## src/rtl/mult_pkg.sv

```systemverilog
// mult_pkg: shared state encoding and sizing for the shift-add multiplier
package mult_pkg;
    typedef enum logic [1:0] {IDLE, BUSY, DONE} state_t;
    localparam int DEF_WIDTH = 8;
    localparam int CNT_W = $clog2(DEF_WIDTH + 1);
    function automatic int cnt_width(input int w);
        return $clog2(w + 1);
    endfunction
endpackage

```

## src/rtl/shift_add_dp.sv

```systemverilog
// shift_add_dp: multiplicand/multiplier/partial-sum/counter registers
module shift_add_dp
    import mult_pkg::*;
#(
    parameter int WIDTH = DEF_WIDTH
) (
    input  logic               clk,
    input  logic               rst_n,
    input  logic               load,
    input  logic               step,
    input  logic [WIDTH-1:0]   a,
    input  logic [WIDTH-1:0]   b,
    output logic [2*WIDTH-1:0] sum,
    output logic               done_cnt
);
    localparam int CW = cnt_width(WIDTH);
    logic [2*WIDTH-1:0] mcand;
    logic [WIDTH-1:0]   mplier;
    logic [CW-1:0]      cnt;
    assign done_cnt = cnt == CW'(WIDTH);
    always_ff @(posedge clk or negedge rst_n) begin
        if (!rst_n) begin
            mcand  <= '0;
            mplier <= '0;
            sum    <= '0;
            cnt    <= '0;
        end else if (load) begin
            mcand  <= {{WIDTH{1'b0}}, a};
            mplier <= b;
            sum    <= '0;
            cnt    <= '0;
        end else if (step) begin
            sum    <= mplier[0] ? sum + mcand : sum;
            mcand  <= mcand << 1;
            mplier <= mplier >> 1;
            cnt    <= cnt + CW'(1);
        end
    end
endmodule

```

## src/rtl/seq_mult_src.sv

```systemverilog
// seq_mult_src: sequential shift-add multiplier with valid/ready on both sides
module seq_mult_src
    import mult_pkg::*;
#(
    parameter int WIDTH = DEF_WIDTH
) (
    input  logic               clk,
    input  logic               rst_n,
    input  logic [WIDTH-1:0]   a,
    input  logic [WIDTH-1:0]   b,
    input  logic               in_valid,
    output logic               in_ready,
    output logic [2*WIDTH-1:0] P,
    output logic               p_valid,
    input  logic               p_ready,
    output logic               busy
);
    state_t             state;
    logic               load;
    logic               step;
    logic               done_cnt;
    logic [2*WIDTH-1:0] sum;
    // The final BUSY cycle only publishes the sum, giving the fixed WIDTH+1 latency
    assign load = (state == IDLE) && in_valid;
    assign step = (state == BUSY) && !done_cnt;
    shift_add_dp #(.WIDTH(WIDTH)) u_dp (
        .clk      (clk),
        .rst_n    (rst_n),
        .load     (load),
        .step     (step),
        .a        (a),
        .b        (b),
        .sum      (sum),
        .done_cnt (done_cnt)
    );
    always_ff @(posedge clk or negedge rst_n) begin
        if (!rst_n) begin
            state    <= IDLE;
            in_ready <= 1'b1;
            busy     <= 1'b0;
            p_valid  <= 1'b0;
            P        <= '0;
        end else begin
            case (state)
                IDLE: if (in_valid) begin
                    state    <= BUSY;
                    in_ready <= 1'b0;
                    busy     <= 1'b1;
                end
                BUSY: if (done_cnt) begin
                    state   <= DONE;
                    busy    <= 1'b0;
                    p_valid <= 1'b1;
                    P       <= sum;
                end
                DONE: if (p_ready) begin
                    state    <= IDLE;
                    p_valid  <= 1'b0;
                    in_ready <= 1'b1;
                end
                default: state <= IDLE;
            endcase
        end
    end
endmodule

```

## config.mk

```make
export PLATFORM = sky130hd
export DESIGN_NAME = seq_mult_src
export DESIGN_NICKNAME = d
export VERILOG_FILES = /design/src/rtl/mult_pkg.sv /design/src/rtl/shift_add_dp.sv /design/src/rtl/seq_mult_src.sv
export SDC_FILE = /design/constraint.sdc
export NUM_CORES = 1
export LEC_CHECK = 0
export BUFFER_PORTS_ARGS = -buffer_cell sky130_fd_sc_hd__clkbuf_2
export CAP_MARGIN = 25
export CORE_UTILIZATION = 33
export CTS_BUF_LIST = sky130_fd_sc_hd__clkbuf_16
export CTS_CLUSTER_DIAMETER = 60
export DETAILED_ROUTE_END_ITERATION = 10
export GPL_ROUTABILITY_DRIVEN = 0
export HOLD_SLACK_MARGIN = 0.05
export SLEW_MARGIN = 15
export SYNTH_ARGS = -nofsm -noshare
export SYNTH_HDL_FRONTEND = slang
export SYNTH_SLANG_ARGS = --single-unit
```

## constraint.sdc

```tcl
create_clock -name clk -period 2.7 [get_ports clk]
set_input_delay 0.675 -clock clk [delete_from_list [all_inputs] [get_ports clk]]
set_output_delay 0.675 -clock clk [all_outputs]
set_load 0.03 [all_outputs]
```

==> flow_summary.ini <==
[route]
drcViolationCount = 0
vias = 2633
avgViaCountPerCell = 5.03
wl_per_cell_um = 14.1
drt-total-wl_um = 7390
drt_iter0_markers = 129
dr.pass1.iters = 4
ant_nets = 0

[final_layout]
fin_nets = 423
final_util_pct = 40.9
area_growth_pct = 19.5
drive_above_1_share_pct = 21.0
diodes = 0
stdcell_area_sq_um = 4030
nFillCells = 978

[grt]
grt_pass1_wl_um = 12500
grt_max_degree = 44
met3_usage_pct = 4.54
grt-ovfl-total = 0
grt_use_met1_pct = 19.9
grtUsageMet2_pct = 24.4
grt_pass1_vias = 2587
busiest_layer = met2
grt_usage_pct = 15.4
antenna_found_initial = 0

[worst_setup_path]
end_kind = flip-flop
path_cells = ha_1, fa_1, a21oi_1, o21ai_1, a211o_1, a31oi_1, xor2_1, o21ai_1
critPathMaxFanout = 4
r2r_slack_ns = 0.48
cp_slowest_cell = fa_1
r2r_cells = 8
r2r_start = u_dp.sum[0]
crit_top_cell = o21ai_1
critical_path_class = flip-flop to flip-flop
arrival_ns = 2.43
startpoint_type = flip-flop
worstReg2RegEnd = u_dp.sum[12]
slowest_delay_ns = 0.41
cp.required_ns = 2.91

[synth]
synth_area_per_cell_sq_um = 9.84
synth_area_leader_cell = dfrtp_1
async_reset_ff_share_pct = 100
synthCells = 343
yosysSeqAreaShare_pct = 48.2
yosys_register_bits = 65
synth_top_area_share_pct = 47.5
ys_warn_count = 0
yosysUniqueCellTypes = 48
synthTopCellsByCount = dfrtp_1, nand2_1, nand3_1
synth_edf_count = 0
synth.net_count = 381
syn-cell-area_sq_um = 3370
yosys_most_used_dff = dfrtp_1
synth_area_leaders = dfrtp_1, nand2_1, ha_1

[sta]
slew_viol_final = 0
setup_viol = 0
clock_skew_ns = 0.00464
slew_headroom_pct = 53.5
min_period_over_period_pct = 82.4
worstMarginPinSlew_ns = 0.696
layout_min_cycle_time_ns = 2.22
max_freq_ghz = 0.449
finalHoldViolCount = 0
whs_ns = 0.354
rsz0062_at_grt = false
fin_setup_tns_ns = 0

[placed_design]
dp_hpwl_um = 5160
placed_cell_area_sq_um = 3730
portBuffers = 38

[die]
num_rows = 36
fp.coreArea_sq_um = 9860
ios = 39
initial_core_util_pct = 34.2
die_y_um = 103
die_w_um = 103
die-area_sq_um = 10600

[flow_run]
drv_cap = 0

[pwr]
power_per_cell_area_nw_per_um2 = 1350
total_leakage_power_nw = 1.99
peakVddDrop_v = 0.000480

[cts]
ctsHoldBuffers = 0
cts_resized = 0
numCtsBuffers = 9
cts_buffer_depth = 2
path_clk_slew_ns = 0.05
cts_tree = yes
postCtsSetupBuffers = 0
cts-htree-levels = 3
cts-root-buf = clkbuf_16
clock_sinks = 65
insertion_delay_ns = 0.33

[hold_path]
hp-class = input port to async pin

[run_status]
status = complete, no violations
## layer usage
layer / wire [um] / share of wire [%]
met1: 3600 / 49
met3: 266 / 3.6
met5: 0 / 0
met2: 3390 / 46
met4: 137 / 1.9
## cells in the final DEF, fill, tap and decap left out, types with 2 or more instances in the layout
master and instances:
o21ai_0 2, nand2_1 64, xor2_1 9, mux2_2 15, a211oi_1 3, a21oi_1 17
o21ai_1 13, o31ai_1 3, nor2_1 17, clkbuf_16 9, a31oi_1 12, a21o_1 2
bufinv_16 2, o21a_1 2, nor3b_1 2, clkbuf_2 38, mux2i_1 3, a22oi_1 6
a31o_2 2, buf_4 7, dfrtp_1 64, inv_1 12, xnor2_1 3, and3_1 6
nor3_1 2, nor4b_1 2, nand2b_1 2, nand3_1 31, o311ai_1 2, ha_1 17
nand4_1 2
## per-stage QoR
stage | setup slack (ns) | total power, W | instances
CTS | 0.469 | 0.00552 | 523
detailed placement | 0.484 | 0.00429 | 507
global route | 0.347 | 0.00590 | 523
floorplan | 0.607 | 0.00364 | 343
global placement | 0.492 | 0.00422 | 507
finish | 0.475 | 0.00546 | 523
## state kept, by name, indices dropped and copies added, names as in the netlist
signal / count
in_ready: 1
busy: 1
u_dp.cnt: 4
state: 2
p_valid: 1
u_dp.mcand: 16
P: 16
u_dp.sum: 16
u_dp.mplier: 8
## critical path: cells and delay by family (launching register included)
kind                       cells  cell delay, ns
DFF                            1            0.39
AOI/OAI and AO/OA              5            0.93
adders and majority gates      2            0.64
xor gates and xnor gates       1            0.16
## how the worst max path moves through the flow
stage	startpoint	end	slack, ns
global placement	u_dp.sum[0]	u_dp.sum[12]	0.49
finish	u_dp.sum[0]	u_dp.sum[12]	0.48
CTS	u_dp.sum[0]	u_dp.sum[12]	0.47
detailed placement	u_dp.sum[0]	u_dp.sum[12]	0.48
global route	u_dp.sum[0]	u_dp.sum[12]	0.35
floorplan	u_dp.sum[0]	u_dp.sum[12]	0.61
## power by group
group,total [W],switching (W),internal [W]
registers,0.00172,0.000314,0.00141
clock network,0.00119,0.000401,0.000792
logic,0.00254,0.00155,0.000990
total,0.00546,0.00227,0.00319
## area by class of cell
cell class | instances | area [sq um] | area share [%]
tap | 133 | 166 | 4.13
sequential | 65 | 1630 | 40.4
clock inverter | 7 | 80.1 | 1.99
multi-input combinational | 255 | 1640 | 40.7
inverter | 8 | 30.0 | 0.744
clock buffer | 9 | 225 | 5.58
timing repair buffer | 46 | 263 | 6.51
## kinds of logic (layout without fill, tap and decap cells)
family / Yosys count / after routing / synth area share [%]
AOI/OAI and AO/OA: 71 / 71 / 13.9
muxes: 19 / 19 / 6.23
xor gates and xnor gates: 12 / 12 / 3.11
buffers and inverters: 23 / 70 / 3.11
adders and majority gates: 18 / 18 / 6.90
DFF: 65 / 65 / 48.2
and+or+nand+nor: 135 / 135 / 18.5
(Power assumes the default switching activity.)
